## src/rtl/sprite_pixel_source_pkg.sv

```systemverilog
// Shared types and constants for the sprite pixel source: pixel colour type,
// scan coordinate geometry and the update FSM state encoding.
package sprite_pixel_source_pkg;

    localparam int COORD_W   = 10;
    localparam int VISIBLE_W = 640;
    localparam int VISIBLE_H = 480;

    typedef logic [11:0]        pixel_t;
    typedef logic [COORD_W-1:0] coord_t;

    localparam pixel_t BLACK         = 12'h000;
    localparam pixel_t GREEN         = 12'h0F0;
    localparam pixel_t COLOR_DEFAULT = 12'hF00;

    typedef enum logic {
        IDLE,
        PENDING
    } upd_state_t;

    // One extra bit of headroom keeps start+size from wrapping, so a sprite
    // near the right or bottom edge is clipped instead of reappearing at 0.
    function automatic logic inSpan(input coord_t pos, input coord_t start,
                                    input int unsigned size);
        logic [COORD_W:0] p;
        logic [COORD_W:0] lo;
        logic [COORD_W:0] hi;
        p  = {1'b0, pos};
        lo = {1'b0, start};
        hi = lo + size[COORD_W:0];
        return (p >= lo) && (p < hi);
    endfunction

endpackage

```

## src/rtl/sprite_pixel_source_mask_rom.sv

```systemverilog
// Synchronous 1-bit transparency mask ROM, row-major (row*SPRITE_W+col).
// Only compiled and used when SPRITE_BITMAP_EN is defined.
`ifdef SPRITE_BITMAP_EN
module sprite_mask_rom #(
    parameter int unsigned DEPTH  = 256,
    parameter int unsigned ADDR_W = 8,
    parameter int unsigned COLS   = 16
)(
    input  logic              clock,
    input  logic [ADDR_W-1:0] i_addr,
    output logic              o_bit
);

    logic r_mem [DEPTH];

    // Checkerboard mask contents: a cell is opaque when row and column share parity.
    initial begin
        for (int i = 0; i < int'(DEPTH); i++) begin
            r_mem[i] = ((((i % int'(COLS)) ^ (i / int'(COLS))) & 1) == 0);
        end
    end

    always_ff @(posedge clock) begin
        o_bit <= r_mem[i_addr];
    end

endmodule
`endif

```

## src/rtl/sprite_pixel_source.sv

```systemverilog
// One sprite lane for the pixel join: coverage/colour per scan coordinate and a
// frame-synchronised shadow update. SPRITE_BITMAP_EN adds a per-pixel mask ROM.
module sprite_pixel_source
    import sprite_pixel_source_pkg::*;
#(
    parameter int unsigned SPRITE_W = 16,
    parameter int unsigned SPRITE_H = 16,
    parameter pixel_t      COLOR    = COLOR_DEFAULT,
    parameter int          LEVEL    = 0
)(
    input  logic               clock,
    input  logic               reset,
    input  logic [9:0]         i_x,
    input  logic [9:0]         i_y,
    input  logic               i_frame_start,
    input  logic               i_upd_valid,
    output logic               o_upd_ready,
    input  logic [9:0]         i_upd_x,
    input  logic [9:0]         i_upd_y,
    input  logic signed [31:0] i_upd_level,
    input  logic               i_upd_visible,
    output logic               o_upd_done,
    output logic               o_enable,
    output logic signed [31:0] o_level,
    output logic [11:0]        o_pixel
);

    upd_state_t         r_state;
    coord_t             r_shadowX;
    coord_t             r_shadowY;
    logic signed [31:0] r_shadowLevel;
    logic               r_shadowVisible;
    logic               r_shadowFull;
    coord_t             r_actX;
    coord_t             r_actY;
    logic signed [31:0] r_actLevel;
    logic               r_actVisible;
    logic               r_updReady;
    logic               r_updDone;

    logic               r_cover;
    pixel_t             r_pixel;
    logic               w_cover;

    // Requests park in the shadow; the active copy only changes on frame_start
    // so a frame is always drawn from one consistent position.
    always_ff @(posedge clock or posedge reset) begin
        if (reset) begin
            r_state         <= IDLE;
            r_shadowX       <= '0;
            r_shadowY       <= '0;
            r_shadowLevel   <= '0;
            r_shadowVisible <= 1'b0;
            r_shadowFull    <= 1'b0;
            r_actX          <= '0;
            r_actY          <= '0;
            r_actLevel      <= LEVEL;
            r_actVisible    <= 1'b0;
            r_updReady      <= 1'b1;
            r_updDone       <= 1'b0;
        end else begin
            r_updDone <= 1'b0;
            case (r_state)
                IDLE: begin
                    if (i_upd_valid) begin
                        r_shadowX       <= i_upd_x;
                        r_shadowY       <= i_upd_y;
                        r_shadowLevel   <= i_upd_level;
                        r_shadowVisible <= i_upd_visible;
                        r_shadowFull    <= 1'b1;
                        r_updReady      <= 1'b0;
                        r_state         <= PENDING;
                    end
                end
                PENDING: begin
                    if (i_frame_start && r_shadowFull) begin
                        r_actX       <= r_shadowX;
                        r_actY       <= r_shadowY;
                        r_actLevel   <= r_shadowLevel;
                        r_actVisible <= r_shadowVisible;
                        r_shadowFull <= 1'b0;
                        r_updDone    <= 1'b1;
                        r_updReady   <= 1'b1;
                        r_state      <= IDLE;
                    end
                end
                default: begin
                    r_state    <= IDLE;
                    r_updReady <= 1'b1;
                end
            endcase
        end
    end

    assign w_cover = r_actVisible
                   & inSpan(i_x, r_actX, SPRITE_W)
                   & inSpan(i_y, r_actY, SPRITE_H);

    always_ff @(posedge clock or posedge reset) begin
        if (reset) begin
            r_cover <= 1'b0;
            r_pixel <= BLACK;
        end else begin
            r_cover <= w_cover;
            r_pixel <= w_cover ? COLOR : BLACK;
        end
    end

`ifdef SPRITE_BITMAP_EN
    localparam int unsigned ROM_DEPTH = SPRITE_W * SPRITE_H;
    localparam int unsigned ADDR_W    = (ROM_DEPTH > 1) ? $clog2(ROM_DEPTH) : 1;

    coord_t              w_col;
    coord_t              w_row;
    logic [ADDR_W-1:0]   w_romAddr;
    logic                w_maskBit;

    // The ROM register is the pixel stage for the mask, so it lines up with r_cover.
    assign w_col     = i_x - r_actX;
    assign w_row     = i_y - r_actY;
    assign w_romAddr = w_cover ? ADDR_W'(32'(w_row) * SPRITE_W + 32'(w_col)) : '0;

    sprite_mask_rom #(
        .DEPTH  (ROM_DEPTH),
        .ADDR_W (ADDR_W),
        .COLS   (SPRITE_W)
    ) u_maskRom (
        .clock  (clock),
        .i_addr (w_romAddr),
        .o_bit  (w_maskBit)
    );

    assign o_enable = r_cover & w_maskBit;
    assign o_pixel  = (r_cover & w_maskBit) ? r_pixel : BLACK;
`else
    assign o_enable = r_cover;
    assign o_pixel  = r_pixel;
`endif

    assign o_level     = r_actLevel;
    assign o_upd_ready = r_updReady;
    assign o_upd_done  = r_updDone;

endmodule

```

## config.mk

```make
export PLATFORM = sky130hd
export DESIGN_NAME = sprite_pixel_source
export DESIGN_NICKNAME = d
export VERILOG_FILES = /design/src/rtl/sprite_pixel_source_pkg.sv /design/src/rtl/sprite_pixel_source_mask_rom.sv /design/src/rtl/sprite_pixel_source.sv
export SDC_FILE = /design/constraint.sdc
export NUM_CORES = 1
export LEC_CHECK = 0
export BUFFER_PORTS_ARGS = -buffer_cell sky130_fd_sc_hd__buf_2
export CORE_MARGIN = 2
export CORE_UTILIZATION = 60
export CTS_BUF_LIST = sky130_fd_sc_hd__clkbuf_4 sky130_fd_sc_hd__clkbuf_8
export CTS_CLUSTER_DIAMETER = 200
export DETAILED_ROUTE_END_ITERATION = 16
export HOLD_SLACK_MARGIN = 0.02
export MAX_ROUTING_LAYER = met4
export PLACE_DENSITY = 0.88
export SLEW_MARGIN = 30
export SYNTH_ARGS = -nofsm -noshare
export SYNTH_HDL_FRONTEND = slang
export SYNTH_HIERARCHICAL = 1
export SYNTH_SLANG_ARGS = --single-unit
```

## constraint.sdc

```tcl
create_clock -name clock -period 6.8 [get_ports clock]
set_clock_uncertainty 0.2 [all_clocks]
set_input_delay 1.7 -clock clock [delete_from_list [all_inputs] [get_ports clock]]
set_output_delay 1.7 -clock clock [all_outputs]
set_load 0.05 [all_outputs]
```

==> results.toml, run 1 <==
[cts]
cts_tree = "built"
cts_resized = 0
post_cts_buffers = 0
clk_latency_ns = 0.35
cts_sinks = 111
cts.htree.levels = 3
cts_buffers = 9
root_buffer = "clkbuf_8"
clk_path_buf_depth = 2
ctsHoldBuffers = 0
path_clk_slew_ns = 0.11

[grt]
grt_max_degree = 75
grt_pass1_vias = 3728
grt-ovfl-total = 0
antenna_found_initial = 0
grt_pass1_wl_mm = 16.70
grt.total_usage = 0.2397

[floorplanning]
die-area_um2 = 9310
coreArea_um2 = 8258
die_h_um = 96.49
std_cell_rows = 33
start_util = 0.6215
die_w_um = 96.49
ios = 124

[synth]
synthCells = 472
synth_top_family_by_area = "simple AND/OR/NAND/NOR gates"
yosys.area_share.adder = 0.08289
yosys_warnings = 6
synth-compound-area-share = 0.05558
avgSynthCellArea_um2 = 10.87
synthXorXnorAreaFrac = 0.01365
yosys.area_share.simple = 0.1351
ys_seq_elements = 111
ys_seq_area_frac = 0.5414
ys_types = 36
synthMuxAreaShare = 0.1163
synth.cell_area_um2 = 5132

[timing]
slew_violations = 0
worst_pin_slew_ns = 0.7846
fin_setup_tns_ns = 0
maxSlewHeadroom = 0.4770
hold_viol_final = 0
min_period_ns = 3.387
finalSetupViolCount = 0
post-route-period-util = 0.4981
rsz0062_at_grt = "false"
whs_ns = 0.2683
fmax_mhz = 295.2

[power]
switching_share = 0.4412
clock_power_share = 0.140
cellLeakagePower_uw = 0.003029
switchingPower_uw = 1264
pwr_density_cell_nw_per_um2 = 484.7
pwr-share-seq = 0.408
combPwrFrac = 0.451
p_int_uw = 1601
vdd.ir_drop.worst_v = 0.0003068

[final_layout]
num_antenna_cells = 0
drive_gt1_frac = 0.2470
nets = 689
fin_cells = 688
layout_common_cells = "nand2_1 (125), buf_2 (115), dfrtp_1 (110)"
layout_commonest_cell = "nand2_1"
syn2layout_area_growth_pct = 15.16

[placement]
port_buffers = 115
place_congestion = 0.8445
dp.cells = 672
dpl.hpwl_mm = 7.491

[route]
drtPass1Iterations = 4
wire_per_inst_um = 14.86
dr_total_vias = 3638
antenna_left = 0
drt_wl_total_mm = 10.23
vias_per_cell = 5.288
route.detailed.drc = 0
drtIter0Drc = 217

[worst_setup_path]
cp_data_arrival_time_ns = 3.48
crit_fanout = 74
crit_required_ns = 6.89
startpoint_type = "input port"
path_class = "input port to register"
end_kind = "register"

[job]
max_cap_violations = 0

[worst_hold_path]
min_path_type = "register to register"

[status]
status = "completed"
## path summary, 6_finish.rpt
kind	from	to	slack, ns	cells past startpoint
hold reg to reg	r_shadowVisible$_DFFE_PP0P_	r_actVisible$_DFFE_PP0P_	0.27	2
min in group asynchronous	reset	r_shadowLevel[10]$_DFFE_PP0P_	1.20	2
setup reg to reg	r_state$_DFF_PP0_	o_level[15]$_DFFE_PP0P_	4.36	4
hold / removal	r_shadowVisible$_DFFE_PP0P_	r_actVisible$_DFFE_PP0P_	0.27	2
setup / recovery	i_frame_start	o_level[15]$_DFFE_PP0P_	3.41	5
max in group asynchronous	reset	o_level[9]$_DFFE_PP0P_	4.00	3
## worst max-delay path: stages
cell and delay [ns]:
buf_2 0.10, nand3_2 0.57, inv_4 0.82, nand2_1 0.15, nand2_1 0.11
## flip-flops by register name, indices dropped and copies added, names as in the netlist
name / count
o_level: 32
r_shadowLevel: 32
r_actX: 10
r_actY: 10
r_shadowX: 10
r_shadowY: 10
o_pixel: 1
o_upd_done: 1
o_upd_ready: 1
r_actVisible: 1
r_shadowFull: 1
r_shadowVisible: 1
r_state: 1
## cell type report
class / count / area, um^2
clock buffers: 9 / 123.9
clock inverters: 7 / 78.83
flip-flops and latches: 111 / 2779
fillers: 621 / 2347
inverters: 25 / 98.84
multi-input cells: 314 / 2108
repair buffers: 117 / 590.6
well taps: 105 / 131.4
## synthesized netlist by cell type
master	instances	area, um^2
buf_2	7	35.03
ha_1	34	425.4
nor3_1	2	10.01
nand2b_1	3	18.77
and3_1	1	6.260
conb_1	1	3.750
o21ai_2	1	8.760
nand3b_1	2	15.01
o21a_1	1	7.510
nand3_2	2	20.02
a21o_1	5	37.54
a211oi_2	1	12.51
o311a_1	1	10.01
clkbuf_1	4	15.01
o21ai_1	20	100.1
buf_4	18	135.1
inv_1	22	82.58
inv_2	3	11.26
nand4b_1	1	8.760
and4b_1	1	10.01
nand2_1	125	469.2
nand3_1	12	60.06
mux2_1	53	596.8
dfrtp_1	110	2753
nor2b_1	3	18.77
o21ai_0	3	15.01
o22ai_1	1	6.260
a32oi_1	1	8.760
xnor2_1	8	70.07
a221oi_1	1	8.760
nor2_1	6	22.52
dfstp_2	1	26.28
nor3_2	1	10.01
a21oi_1	14	70.07
and4_1	2	17.52
nand4_1	1	6.260
## power by group through the flow
| stage | Combinational [uW] | Sequential [uW] | Clock (uW) |
|---|---|---|---|
| 2_1_floorplan | 671 | 1480 | 0 |
| 3_3_place_gp | 1220 | 1160 | 0 |
| 3_5_place_dp | 1300 | 1180 | 0 |
| 4_1_cts | 1310 | 1170 | 409 |
| 5_1_grt | 1420 | 1210 | 437 |
| 6_report | 1290 | 1170 | 402 |
## cells by family (layout without fill, tap and decap cells)
group | Yosys count | count (layout)
simple gates | 162 | 162
flops | 111 | 111
buf+inv | 54 | 158
mux | 53 | 53
compound gates | 49 | 49
fa+ha+maj | 34 | 34
xor+xnor | 8 | 8
other cells | 1 | 8
## through the flow
stage            util  total power [uW]  setup slack, ns  instance area [um^2]
6_report       0.7158              2865            3.413                  5911
2_1_floorplan       -              2151            1.971                  5159
3_5_place_dp   0.6912              2481            3.022                  5708
4_1_cts        0.7158              2884            3.385                  5911
5_1_grt        0.7158              3072            3.174                  5911
3_3_place_gp   0.6909              2388            2.768                  5705
## layer usage
| metal | wire length, um | global-route usage | share of wire |
|---|---|---|---|
| met3 | 537 | 0.03957 | 0.053 |
| met5 | 0 | - | 0 |
| met1 | 4439 | 0.3067 | 0.43 |
| met4 | 133 | 0.07160 | 0.013 |
| met2 | 5117 | 0.3981 | 0.50 |
Power figures use the tool's default switching activity.
==> inputs of run 2 (changes only) <==
--- a/config.mk
+++ b/config.mk
@@ -7,13 +7,13 @@
 export LEC_CHECK = 0
 export BUFFER_PORTS_ARGS = -buffer_cell sky130_fd_sc_hd__buf_2
 export CORE_MARGIN = 2
-export CORE_UTILIZATION = 60
+export CORE_UTILIZATION = 50
 export CTS_BUF_LIST = sky130_fd_sc_hd__clkbuf_4 sky130_fd_sc_hd__clkbuf_8
 export CTS_CLUSTER_DIAMETER = 200
 export DETAILED_ROUTE_END_ITERATION = 16
 export HOLD_SLACK_MARGIN = 0.02
 export MAX_ROUTING_LAYER = met4
-export PLACE_DENSITY = 0.88
+export PLACE_DENSITY = 0.78
 export SLEW_MARGIN = 30
 export SYNTH_ARGS = -nofsm -noshare
 export SYNTH_HDL_FRONTEND = slang
==> constraint.sdc (replaced) <==
create_clock -name clock -period 2.9 [get_ports clock]
set_clock_uncertainty 0.2 [all_clocks]
set_input_delay 0.725 -clock clock [delete_from_list [all_inputs] [get_ports clock]]
set_output_delay 0.725 -clock clock [all_outputs]
set_load 0.05 [all_outputs]
==> results.toml, run 2 (synthesis gave the netlist of run 1 again) <==
[floorplanning]
die-area_um2 = 11090
start_util = 0.5203
coreArea_um2 = 9864
die_h_um = 105.3
std_cell_rows = 36
die_w_um = 105.3
ios = 124

[timing]
whs_ns = 0.1953
worst_pin_slew_ns = 0.5256
finalSetupViolCount = 0
post-route-period-util = 0.8100
hold_viol_final = 0
fin_setup_tns_ns = 0
rsz0062_at_grt = "false"
min_period_ns = 2.349
fmax_mhz = 425.7
maxSlewHeadroom = 0.6489
slew_violations = 0

[power]
p_total_uw = 6818
vdd.ir_drop.worst_v = 0.0007051
cellLeakagePower_uw = 0.003074
pwr_density_cell_nw_per_um2 = 1128

[cts]
clk_path_buf_depth = 2
cts_tree = "built"
clk_latency_ns = 0.36
cts_sinks = 111
path_clk_slew_ns = 0.10
root_buffer = "clkbuf_8"
post_cts_buffers = 0
ctsHoldBuffers = 0
cts_buffers = 9
cts.htree.levels = 3
cts_resized = 0

[grt]
grt.total_usage = 0.2018
use_met2 = 0.3286
met3_usage = 0.06308
grt_pass1_vias = 3778
busiest_layer = "met2"
antenna_found_initial = 1
grt_max_degree = 51
grt_pass1_wl_mm = 17.42
use_met1 = 0.2431
grt-ovfl-total = 0

[final_layout]
fin_cells = 723
fill_cells = 822
post-route-util = 0.6126
syn2layout_area_growth_pct = 17.75
multi_input_area_um2 = 2108
drive_gt1_frac = 0.2547
regArea_um2 = 2779
layout_common_cells = "nand2_1 (125), buf_2 (115), dfrtp_1 (110)"
layout_commonest_cell = "nand2_1"
nets = 695

[placement]
dp.cells = 706
place_congestion = 0.8840
port_buffers = 115
dpl.hpwl_mm = 7.660

[worst_setup_path]
path_class = "register to register"
crit_cells = 9
crit_chain = "ha_1, nand3_1, xnor2_1, ha_1, a21o_1, a21oi_1, o21ai_1, a211oi_2, o311a_1"
rrSetupSlack_ns = 0.55
critPathCapture = "o_pixel[10]$_DFF_PP0_"
crit_fanout = 5
cp_num_buf_inv = 0
crit_required_ns = 3.00
startpoint_type = "register"
end_kind = "register"
cp-startpoint = "r_actX[4]$_DFFE_PP0P_"
cp_data_arrival_time_ns = 2.45
worstReg2RegStart = "r_actX[4]$_DFFE_PP0P_"
cp_slowest_cell = "dfrtp_1"
r2r_end = "o_pixel[10]$_DFF_PP0_"
worst_r2r_path_depth = 9
critPathMaxStageDelay_ns = 0.44
cpMostUsedCell = "ha_1"
critPathTopFamily = "compound AO/OA/AOI/OAI gates"

[route]
antenna_left = 0
dr_total_vias = 3648
vias_per_cell = 5.046
drt_wl_total_mm = 10.31
drtPass1Iterations = 4
drtIter0Drc = 179
route.detailed.drc = 0
wire_per_inst_um = 14.26

[worst_hold_path]
min_path_type = "input port to asynchronous set/reset pin"

[status]
status = "completed"

[job]
max_cap_violations = 0
run 2: cell type report:
| class | instances | area share |
|---|---|---|
| clock inverters | 4 | 0.01263 |
| repair buffers | 123 | 0.1072 |
| clock buffers | 12 | 0.02733 |
| flip-flops and latches | 111 | 0.4598 |
| multi-input cells | 314 | 0.3489 |
| well taps | 133 | 0.02754 |
| diodes | 1 | 0.0004141 |
| inverters | 25 | 0.01615 |
run 2: per-layer routing:
metal / part of all wire / vias to the layer above / wire length [um]
li1: - / 1776 / -
met1: 0.43 / 1758 / 4414
met2: 0.49 / 103 / 5086
met3: 0.066 / 11 / 679
met4: 0.013 / 0 / 131
met5: 0 / - / 0
run 2: through the flow:
| stage | setup WS (ns) | instance area, um^2 |
|---|---|---|
| after global routing | 0.4621 | 6043 |
| after floorplan | 0.6324 | 5162 |
| after global placement | 0.6963 | 5799 |
| after CTS | 0.5947 | 6041 |
| final | 0.5509 | 6043 |
| after detailed placement | 0.6271 | 5799 |
run 2: how the worst min path moves through the flow:
stage	start	to	slack, ns	cells after the start
after floorplan	r_shadowLevel[0]$_DFFE_PP0P_	o_level[0]$_DFFE_PP0P_	0.23	2
after global placement	r_shadowY[0]$_DFFE_PP0P_	r_actY[0]$_DFFE_PP0P_	0.24	2
after detailed placement	r_shadowLevel[21]$_DFFE_PP0P_	o_level[21]$_DFFE_PP0P_	0.25	2
after CTS	reset	r_actX[5]$_DFFE_PP0P_	0.19	2
after global routing	reset	o_upd_done$_DFF_PP0_	0.21	2
final	reset	o_upd_done$_DFF_PP0_	0.20	2
run 2: power breakdown:
| part | internal, uW | total (uW) | switching [uW] |
|---|---|---|---|
| Clock | 559 | 1060 | 501 |
| Sequential | 2320 | 2730 | 414 |
| Combinational | 1040 | 3030 | 1990 |
==> inputs of run 3 (changes only) <==
==> constraint.sdc (replaced) <==
create_clock -name clock -period 2 [get_ports clock]
set_clock_uncertainty 0.2 [all_clocks]
set_input_delay 0.5 -clock clock [delete_from_list [all_inputs] [get_ports clock]]
set_output_delay 0.5 -clock clock [all_outputs]
set_load 0.05 [all_outputs]
==> results.toml, run 3 (synthesis gave the netlist of run 1 again) <==
[power]
vdd.ir_drop.worst_v = 0.0009833
p_total_uw = 10120
cellLeakagePower_uw = 0.003142
pwr_density_cell_nw_per_um2 = 1617

[timing]
fmax_mhz = 492.7
finalSetupViolCount = 1
hold_viol_final = 0
rsz0062_at_grt = "true"
setup_ws_ns = -0.02950
min_period_ns = 2.029
post-route-period-util = 1.015
slew_violations = 0

[route]
dr_total_vias = 3682
antenna_left = 0
drt_wl_total_mm = 10.61
vias_per_cell = 5.003
drtPass1Iterations = 4
wire_per_inst_um = 14.42
drtIter0Drc = 179
route.detailed.drc = 0

[worst_setup_path]
critPathTopFamily = "compound AO/OA/AOI/OAI gates"
crit_required_ns = 2.09
cp_num_buf_inv = 0
cp_data_arrival_time_ns = 2.12
critPathMaxStageDelay_ns = 0.36
end_kind = "register"
crit_fanout = 2
path_class = "register to register"
cp_slowest_cell = "dfrtp_1"
crit_chain = "ha_2, nand3_2, xnor2_1, ha_1, a21o_1, a21oi_2, o21ai_1, a211oi_2, o311a_1"
startpoint_type = "register"

[grt]
antenna_found_initial = 2
grt.total_usage = 0.2098
grt_pass1_wl_mm = 18.10
grt_max_degree = 57
grt_pass1_vias = 3838
grt-ovfl-total = 0

[final_layout]
drive_gt1_frac = 0.2928
final_cell_area_um2 = 6257
fill_cells = 813
syn2layout_area_growth_pct = 21.92
layout_common_cells = "nand2_1 (125), buf_2 (115), dfrtp_1 (109)"
nets = 707
layout_commonest_cell = "nand2_1"

[placement]
place_area_um2 = 5939
port_buffers = 115
place_congestion = 0.8650
dpl.hpwl_mm = 7.725

[floorplanning]
coreArea_um2 = 9864
ios = 124
die_h_um = 105.3
start_util = 0.5203
std_cell_rows = 36
die_w_um = 105.3
die-area_um2 = 11090

[status]
status = "complete, but fails checks"
failed_checks = "negative setup slack"

[cts]
path_clk_slew_ns = 0.09
ctsHoldBuffers = 0
cts.htree.levels = 3
cts_tree = "built"
cts_buffers = 9
clk_path_buf_depth = 2
root_buffer = "clkbuf_8"
cts_sinks = 111
clk_latency_ns = 0.35

[worst_hold_path]
min_path_type = "input port to asynchronous set/reset pin"

[job]
max_cap_violations = 0
[run 3: cell types whose count changed in the layout (fill, tap and decap cells not counted), sizes merged]
cell and delta:
diode +1, clkinv +2, buf +12, bufinv -1
clkbuf -1
[run 3: worst register-to-register path: cells and delay by family (launching register included)]
kind | cells | cell delay (ns)
compound gates | 5 | 0.68
fa+ha+maj | 2 | 0.46
flops | 1 | 0.36
xor+xnor | 1 | 0.17
simple gates | 1 | 0.09
[run 3: stage by stage]
step	TNS, ns	setup slack (ns)	cells	hold slack [ns]	util
final	-0.02950	-0.02950	736	0.03733	0.6343
after CTS	-0.03327	-0.03327	734	0.04278	0.6322
after detailed placement	-0.08779	-0.08779	713	0.2455	0.6021
after floorplan	-4.700	-0.04265	479	0.2315	-
after global routing	-0.1513	-0.1513	736	0.05198	0.6343
after global placement	-0.03397	-0.03397	713	0.2379	0.6021
[run 3: cell type report]
class,instances,area (um^2),share of cell area
clock buffers,11,151.4,0.02420
inverters,25,97.59,0.01560
flip-flops and latches,111,2780,0.4443
well taps,133,166.4,0.02659
diodes,2,5.005,0.0007998
repair buffers,135,800.8,0.1280
multi-input cells,314,2200,0.3515
clock inverters,5,56.30,0.008998
[run 3: power breakdown]
part	internal (uW)	switching, uW
Clock	646	705
Sequential	3360	596
Combinational	1770	3040
Total	5780	4340
[run 3: repair_timing]
action	4_1_cts	5_1_grt
buffers inserted	5	0
resized for setup	8	4
endpoints found under the setup margin	1	1
pin swaps	10	0
[run 3: worst paths after layout]
check / startpoint / end / slack [ns] / cells after the start
worst min-delay path: reset / r_shadowX[5]$_DFFE_PP0P_ / 0.04 / 3
worst max-delay path: r_actX[4]$_DFFE_PP0P_ / o_pixel[10]$_DFF_PP0_ / -0.03 / 9
worst max register to register: r_actX[4]$_DFFE_PP0P_ / o_pixel[10]$_DFF_PP0_ / -0.03 / 9
max in group asynchronous: reset / o_upd_ready$_DFFE_PP1P_ / 1.27 / 3
worst min register to register: r_shadowVisible$_DFFE_PP0P_ / r_actVisible$_DFFE_PP0P_ / 0.27 / 2
min in group clock: i_frame_start / r_shadowFull$_DFFE_PP0P_ / 0.15 / 2
[run 3: routing by layer]
metal | GRT usage | wire length [um] | share of wire
met2 | 0.3382 | 5130 | 0.48
met5 | - | 0 | 0
met3 | 0.04020 | 551 | 0.052
met1 | 0.2651 | 4691 | 0.44
met4 | 0.07714 | 241 | 0.023
